[src/rtl/stage_sequencer.sv]
// stage_sequencer: one-hot enable/done sequencer for NSTAGE worker stages
// with per-frame skipping, frame pacing, stage watchdog, pause and frame count.
module stage_sequencer #(
    parameter int NSTAGE  = 3,
    parameter int CNT_W   = 16,
    parameter int TIMEOUT = 1000,
    parameter int FRAME_W = 8,
    localparam int SW     = $clog2(NSTAGE)
) (
    input  logic               clk_i,
    input  logic               rst_i,
    input  logic               ena_i,
    input  logic               pause_i,
    input  logic [NSTAGE-1:0]  skip_i,
    input  logic [CNT_W-1:0]   frame_period_i,
    input  logic [NSTAGE-1:0]  done_i,
    output logic [NSTAGE-1:0]  en_o,
    output logic [SW-1:0]      stage_o,
    output logic [FRAME_W-1:0] frame_o,
    output logic               frame_tick_o,
    output logic               timeout_o,
    output logic [SW-1:0]      to_stage_o
);

    typedef enum logic [1:0] {
        IDLE,
        RUN,
        WAIT_FRAME
    } state_t;

    localparam logic [CNT_W-1:0] WD_LIM =
        CNT_W'(TIMEOUT > 0 ? TIMEOUT - 1 : 0);
    localparam logic [NSTAGE-1:0] ONE = NSTAGE'(1);

    state_t             state_q, state_d;
    logic [NSTAGE-1:0]  en_q, en_d;
    logic [SW-1:0]      stage_q, stage_d;
    logic [NSTAGE-1:0]  skip_q, skip_d;
    logic [CNT_W-1:0]   period_q, period_d;
    logic [CNT_W-1:0]   wd_q, wd_d;
    logic [FRAME_W-1:0] frame_q, frame_d;
    logic               tick_q, tick_d;
    logic               to_q, to_d;
    logic [SW-1:0]      to_stage_q, to_stage_d;

    logic               first_ok;
    logic [SW-1:0]      first_idx;
    logic               next_ok;
    logic [SW-1:0]      next_idx;
    logic               done_k;
    logic               wd_exp;
    logic [CNT_W:0]     period_p1;
    logic               period_done;
    logic [CNT_W-1:0]   period_inc;
    logic [CNT_W-1:0]   wd_inc;
    logic               start;
    logic               complete;

    // lowest stage not skipped by the incoming skip mask
    always_comb begin
        first_ok  = 1'b0;
        first_idx = '0;
        for (int i = NSTAGE - 1; i >= 0; i--) begin
            if (!skip_i[i]) begin
                first_ok  = 1'b1;
                first_idx = SW'(i);
            end
        end
    end

    always_comb begin
        next_ok  = 1'b0;
        next_idx = '0;
        for (int i = NSTAGE - 1; i >= 0; i--) begin
            if (i > int'(stage_q) && !skip_q[i]) begin
                next_ok  = 1'b1;
                next_idx = SW'(i);
            end
        end
    end

    assign done_k = done_i[stage_q];
    assign wd_exp = (TIMEOUT > 0) && (wd_q == WD_LIM);

    // period_cnt+1 is the frame length so far, counting the current cycle
    assign period_p1   = {1'b0, period_q} + (CNT_W + 1)'(1);
    assign period_done = period_p1 >= {1'b0, frame_period_i};
    assign period_inc  = (&period_q) ? period_q : period_q + CNT_W'(1);
    assign wd_inc      = (&wd_q) ? wd_q : wd_q + CNT_W'(1);

    always_comb begin
        state_d    = state_q;
        en_d       = en_q;
        stage_d    = stage_q;
        skip_d     = skip_q;
        period_d   = period_inc;
        wd_d       = wd_inc;
        frame_d    = frame_q;
        tick_d     = 1'b0;
        to_d       = to_q;
        to_stage_d = to_stage_q;
        start      = 1'b0;
        complete   = 1'b0;

        unique case (state_q)
            IDLE: begin
                period_d = period_q;
                if (ena_i && !pause_i)
                    start = 1'b1;
            end
            RUN: begin
                if (done_k || wd_exp) begin
                    if (!done_k) begin
                        to_d = 1'b1;
                        if (!to_q)
                            to_stage_d = stage_q;
                    end
                    wd_d = '0;
                    if (next_ok) begin
                        en_d    = ONE << next_idx;
                        stage_d = next_idx;
                    end else begin
                        complete = 1'b1;
                    end
                end
            end
            WAIT_FRAME: begin
                if (period_done) begin
                    if (ena_i && !pause_i)
                        start = 1'b1;
                    else if (!ena_i)
                        state_d = IDLE;
                end
            end
            default: begin
                state_d = IDLE;
                en_d    = '0;
            end
        endcase

        if (start) begin
            skip_d   = skip_i;
            period_d = '0;
            wd_d     = '0;
            if (first_ok) begin
                en_d    = ONE << first_idx;
                stage_d = first_idx;
                state_d = RUN;
            end else begin
                complete = 1'b1;
            end
        end

        if (complete) begin
            en_d    = '0;
            frame_d = frame_q + FRAME_W'(1);
            tick_d  = 1'b1;
            state_d = WAIT_FRAME;
        end
    end

    always_ff @(posedge clk_i or posedge rst_i) begin
        if (rst_i) begin
            state_q    <= IDLE;
            en_q       <= '0;
            stage_q    <= '0;
            skip_q     <= '0;
            period_q   <= '0;
            wd_q       <= '0;
            frame_q    <= '0;
            tick_q     <= 1'b0;
            to_q       <= 1'b0;
            to_stage_q <= '0;
        end else begin
            state_q    <= state_d;
            en_q       <= en_d;
            stage_q    <= stage_d;
            skip_q     <= skip_d;
            period_q   <= period_d;
            wd_q       <= wd_d;
            frame_q    <= frame_d;
            tick_q     <= tick_d;
            to_q       <= to_d;
            to_stage_q <= to_stage_d;
        end
    end

    assign en_o         = en_q;
    assign stage_o      = stage_q;
    assign frame_o      = frame_q;
    assign frame_tick_o = tick_q;
    assign timeout_o    = to_q;
    assign to_stage_o   = to_stage_q;

endmodule

[config.mk]
export PLATFORM = sky130hd
export DESIGN_NAME = stage_sequencer
export DESIGN_NICKNAME = d
export VERILOG_FILES = /design/src/rtl/stage_sequencer.sv
export SDC_FILE = /design/constraint.sdc
export NUM_CORES = 1
export LEC_CHECK = 0
export BUFFER_PORTS_ARGS = -buffer_cell sky130_fd_sc_hd__buf_4
export CAP_MARGIN = 20
export CORE_ASPECT_RATIO = 0.6
export CORE_MARGIN = 5
export CORE_UTILIZATION = 43
export CTS_CLUSTER_DIAMETER = 120
export DETAILED_ROUTE_END_ITERATION = 10
export PLACE_DENSITY = 0.68
export SYNTH_ARGS = -nofsm -noshare
export SYNTH_HDL_FRONTEND = slang
export SYNTH_SLANG_ARGS = --single-unit
[constraint.sdc]
create_clock -name clk_i -period 5.2 [get_ports clk_i]
set_input_delay 0.26 -clock clk_i [delete_from_list [all_inputs] [get_ports clk_i]]
set_output_delay 0.26 -clock clk_i [all_outputs]
set_load 0.02 [all_outputs]
# Yosys cells after proc, flatten, opt, wreduce, memory -nomap -nowiden
# Index checks and enable logic that the tools add are counted.
# word_totals
register_bits	54
in_bits	26
# op_classes
addsub	4
order_cmp	4
n_eq_ne	5
shifts	2
mux	46
bitwise	2
reduce_logical	15
# op_table
op	count
$mux 16	7
$add 16x1->16 const B	2
$mux 2	16
$reduce_and 16->1	2
$add 16x1->17 const B	1
$ge 17x16->1	1
$eq 16x10->1 const B	1
$mux 3	5
$mux 1	14
$add 8x1->8 const B	1
$pmux 3 s2	1
$shl 1x2->3 const A	2
$ne 2x2->1 const B	2
$pmux 2 s2	1
$reduce_and 4->1	1
$reduce_or 2->1	2
$logic_and 1x1->1	3
$logic_not 1->1	3
$lt 2x3->1 const B	1
$reduce_and 3->1	1
$bmux 1 s2	1
$eq 2x1->1 const B	1
$eq 2x2->1 const B	1
$gt 1x2->1 const A	1
6 further kinds	7

# Logic depth before layout (Yosys ltp)
# logic_depth
depth_word	11
ltp_mapped	16
mapped_depth_nobuf	14

# Worst setup path after synthesis
# No wires, ideal clock.
# synth_path
path_kind	reg2reg
start	reg period_q[2]
end	reg wd_q[13]
setup_ns	0.072
arrival_time_ns	3.451
setup_slack_ns	1.678
stages_incl_launch_ff	15
n_path_buf	2
synth_period_minus_slack_ns	3.522
path_cell_list	dfrtp_1 -> nand3_1 -> nor4_1 -> nand3_1 -> nor2_1 -> xor2_1 -> ha_1 -> and3_1 -> a221o_2 -> a211oi_4 -> nor2_2 -> or2_1 -> clkbuf_2 -> buf_6 -> nor2_1
# synth_via
elab_chain_cells	5
# synth_rtl
item	line_no	rtl
start: declaration	39	logic [CNT_W-1:0] period_q, period_d;
start signal: assignment	179	period_q <= period_d;
$add 16x1->17	86	assign period_p1 = {1'b0, period_q} + (CNT_W + 1)'(1);
$ge 17x16->1	87	assign period_done = period_p1 >= {1'b0, frame_period_i};
$mux 1	128	if (period_done) begin
$pmux 1 s2	105	unique case (state_q)
$mux 16	141	if (start) begin
net wd_d[13]	40	logic [CNT_W-1:0] wd_q, wd_d;
end signal: assignment	180	wd_q <= wd_d;
end: declaration	40	
# The timed path passes the listed nets, and every way through them passes these cells.
# A chain may end at the register's enable or synchronous reset.

# Worst setup path in the final report
# layout_path
start	reg period_q[2]
end	reg wd_q[2]
# Same word-level chain as after synthesis.

==> impl_metrics.env <==
export IMPL_layout_nets=432
export IMPL_firstDrtPassIters=4
export IMPL_cts_buffer_depth=2
export IMPL_multiInputGateArea_mm2=0.001779
export IMPL_cts_buffers_inserted=5
export IMPL_max_clock_freq_ghz=0.2289
export IMPL_timing_worst_slew_pin_value_ns=1.012
export IMPL_drt_drc_violations_left=0
export IMPL_post_cts_buffers=0
export IMPL_place_area_mm2=0.003633
export IMPL_gp_congestion=0.8339
export IMPL_drv_max_cap_violation_count=0
export IMPL_synth_top_cells_by_count="sky130_fd_sc_hd__nor2_1, sky130_fd_sc_hd__dfrtp_1, sky130_fd_sc_hd__nand2_1"
export IMPL_core_area_mm2=0.007297
export IMPL_clock_root_buffer="sky130_fd_sc_hd__clkbuf_16"
export IMPL_post_cts_resized_instances=0
export IMPL_placement_io_buffers=42
export IMPL_insertedDiodeCount=0
export IMPL_antenna_found_initial=0
export IMPL_worst_setup_hold_path_clk_slew_ns=0.07
export IMPL_io_pin_count=43
export IMPL_initial_utilization_pct=44.48
export IMPL_worst_skew_pair_late_latency_ns=0.29
export IMPL_clock_sinks=53
export IMPL_synthArstFlopShare_pct=100.0
export IMPL_finalMaxSlewViolations=0
export IMPL_outcome="complete, no violations"
export IMPL_fin_area_mm2=0.003854
export IMPL_period_share_pct=84.00
export IMPL_setup_worst_path_start_class="register"
export IMPL_grtUsageTotal_pct=15.76
export IMPL_synth_avg_cell_area_um2=9.435
export IMPL_slew_limit_headroom_pct=32.45
export IMPL_final_layout_size_suffix_gt1_share_pct=17.27
export IMPL_synth_ff_type="sky130_fd_sc_hd__dfrtp_1"
export IMPL_finClkSkew_ns=0.005964
export IMPL_yosys_warnings=0
export IMPL_synth_most_common_cell="sky130_fd_sc_hd__nor2_1"
export IMPL_postLayoutSetupSlackWorst_ns=0.8320
export IMPL_die_x_um=122.2
export IMPL_gr_total_overflow=0
export IMPL_synth_area_leader_cell="sky130_fd_sc_hd__dfrtp_1"
export IMPL_first_pass_grt_wire_length_mm=12.14
export IMPL_synth_cell_type_count=49
export IMPL_yosys_area_top_type_share_pct=40.86
export IMPL_route_vias_total=2537
export IMPL_hpwlAfterDp_mm=5.357
export IMPL_timing_worst_setup_path_type="register to register"
export IMPL_timing_hold_violations_final=0
export IMPL_post_drt_wl_per_cell_um=14.37
export IMPL_worst_ep_required_time_ns=5.35
export IMPL_kind_of_path_behind_the_tightest_hold_check="input pin to register"
export IMPL_ir_worst_vdd_uv=274.5
export IMPL_p_leak_uw=0.001886
export IMPL_register_area_mm2=0.001326
export IMPL_placementRows=24
export IMPL_synth_fp_nets=389
export IMPL_tns_ns=0
export IMPL_critical_path_max_fanout=25
export IMPL_antenna_left=0
export IMPL_synth_area_leaders="sky130_fd_sc_hd__dfrtp_1, sky130_fd_sc_hd__xor2_1, sky130_fd_sc_hd__ha_1"
export IMPL_n_fill_cell=684
export IMPL_number_of_setup_violations_in_the_final_report=0
export IMPL_grt_start_max_net_pins=54
export IMPL_layout_area_overhead_vs_synth_pct=18.74
export IMPL_rsz0062_at_grt="no"
export IMPL_netlist_instances=344
export IMPL_die_y_um=77.30
export IMPL_first_global_vias=2522
export IMPL_drt_first_iter_violations=182
export IMPL_synth_edff_count=0
export IMPL_viasPerCell=5.157
export IMPL_htreeDepth=2
export IMPL_drt_total_wl_mm=7.070
export IMPL_post_place_ws_ns=0.8593
export IMPL_ys_ff_latch=53
export IMPL_post_route_min_period_ns=4.368
export IMPL_crit_arrival_ns=4.52
export IMPL_netlist_area_mm2=0.003246
export IMPL_pwr_density_cell_mw_per_mm2=408.1
export IMPL_synth_seq_area_share_pct=40.86
export IMPL_tritoncts="built"
export IMPL_endpoint_kind="register"
export IMPL_die_area_mm2=0.009442
==> layout by cell type, fill, tap and decap left out, types with 2 or more instances in the layout <==
cell type                    n
sky130_fd_sc_hd__and3_1      9
sky130_fd_sc_hd__nor2_1     54
sky130_fd_sc_hd__nor3_1      5
sky130_fd_sc_hd__bufinv_16   2
sky130_fd_sc_hd__o211ai_1    2
sky130_fd_sc_hd__xnor2_1    19
sky130_fd_sc_hd__nand3_1    14
sky130_fd_sc_hd__o21a_1      2
sky130_fd_sc_hd__or3_1       2
sky130_fd_sc_hd__a211o_1     2
sky130_fd_sc_hd__nor3b_1     2
sky130_fd_sc_hd__nor4_1      2
sky130_fd_sc_hd__mux2_2      6
sky130_fd_sc_hd__o21ai_0     5
sky130_fd_sc_hd__nand2_1    33
sky130_fd_sc_hd__nor2b_1     2
sky130_fd_sc_hd__inv_1      21
sky130_fd_sc_hd__a211oi_1    2
sky130_fd_sc_hd__o21bai_1    2
sky130_fd_sc_hd__clkbuf_16   5
sky130_fd_sc_hd__mux2i_1     4
sky130_fd_sc_hd__nand4_1    11
sky130_fd_sc_hd__and4_1      3
sky130_fd_sc_hd__a21oi_1    13
sky130_fd_sc_hd__xor2_1     28
sky130_fd_sc_hd__ha_1       19
sky130_fd_sc_hd__buf_4      42
sky130_fd_sc_hd__dfrtp_1    53
==> timing repair <==
action | 4_1_cts | 5_1_grt
endpoints found under the setup margin | 0 | 0
hold buffers | 0 | 1
hold endpoints to repair | 0 | 13
==> layer usage <==
metal  up-vias  global-route usage [%]  wire length [um]
li1       1266                       -                 -
met1      1202                   24.43              3576
met2        69                   22.47              3050
met3         0                   3.529               443
met4         0                   2.793                 0
met5         -                       0                 0
==> kinds of logic (layout without fill, tap and decap cells) <==
kind of cell / count (synthesis) / in the layout / synth area share [%]
compound gates: 38 / 38 / 8.905
fa+ha+maj: 19 / 19 / 7.325
xor+xnor: 47 / 47 / 12.68
mux: 10 / 10 / 3.315
flops: 53 / 53 / 40.86
simple gates: 147 / 147 / 22.59
buf+inv: 30 / 74 / 4.317
==> state kept, by name (all words and copies together), names as in the netlist <==
signal	flops
frame_tick_o	1
skip_q	2
frame_o	8
stage_o	2
en_o	3
to_stage_o	2
wd_q	16
state_q	2
timeout_o	1
period_q	16
==> final cells by class <==
class                      count  share of cell area (%)
clock buffer                   5                   3.247
clock inverter                 3                   1.688
inverter                      22                   2.143
multi-input combinational    261                   46.17
sequential                    53                   34.42
tap                          104                   3.377
timing repair buffer          44                   8.961
==> final timing paths <==
kind	from	endpoint	slack, ns	cells after the start
hold / removal	skip_i[1]	skip_q[1]	0.23	2
setup / recovery	period_q[2]	wd_q[2]	0.83	12
setup reg to reg	period_q[2]	wd_q[2]	0.83	12
max in group asynchronous	rst_i	to_stage_o[0]	4.21	4
hold reg to reg	frame_o[7]	frame_o[7]	0.48	1
min in group asynchronous	rst_i	frame_o[7]	0.48	3
==> worst max-delay path: stages (launching register included) <==
cell	delay, ns
sky130_fd_sc_hd__dfrtp_1	0.46
sky130_fd_sc_hd__nand3_1	0.24
sky130_fd_sc_hd__nor4_1	0.69
sky130_fd_sc_hd__nand3_1	0.26
sky130_fd_sc_hd__nor2_1	0.18
sky130_fd_sc_hd__xor2_1	0.08
sky130_fd_sc_hd__ha_1	0.33
sky130_fd_sc_hd__nand3_1	0.10
sky130_fd_sc_hd__nor2_1	0.23
sky130_fd_sc_hd__a211oi_4	0.13
sky130_fd_sc_hd__nor2_2	0.81
sky130_fd_sc_hd__or2_1	0.58
sky130_fd_sc_hd__nor3_1	0.12
==> power breakdown <==
group / switching, uW / internal [uW]
registers: 103 / 503
logic: 314 / 233
clock network: 144 / 275
==> stage by stage <==
step,instances,util [%],total power [uW],hold WS (ns)
final,492,52.81,1573,0.2321
after global routing,492,52.81,1671,0.2476
after CTS,490,52.40,1583,0.2261
after detailed placement,482,49.79,1154,0.4647
after global placement,482,49.79,1143,0.4649
after floorplan,344,-,985.4,0.4117
Note: power is estimated with default switching activity, not from simulation.
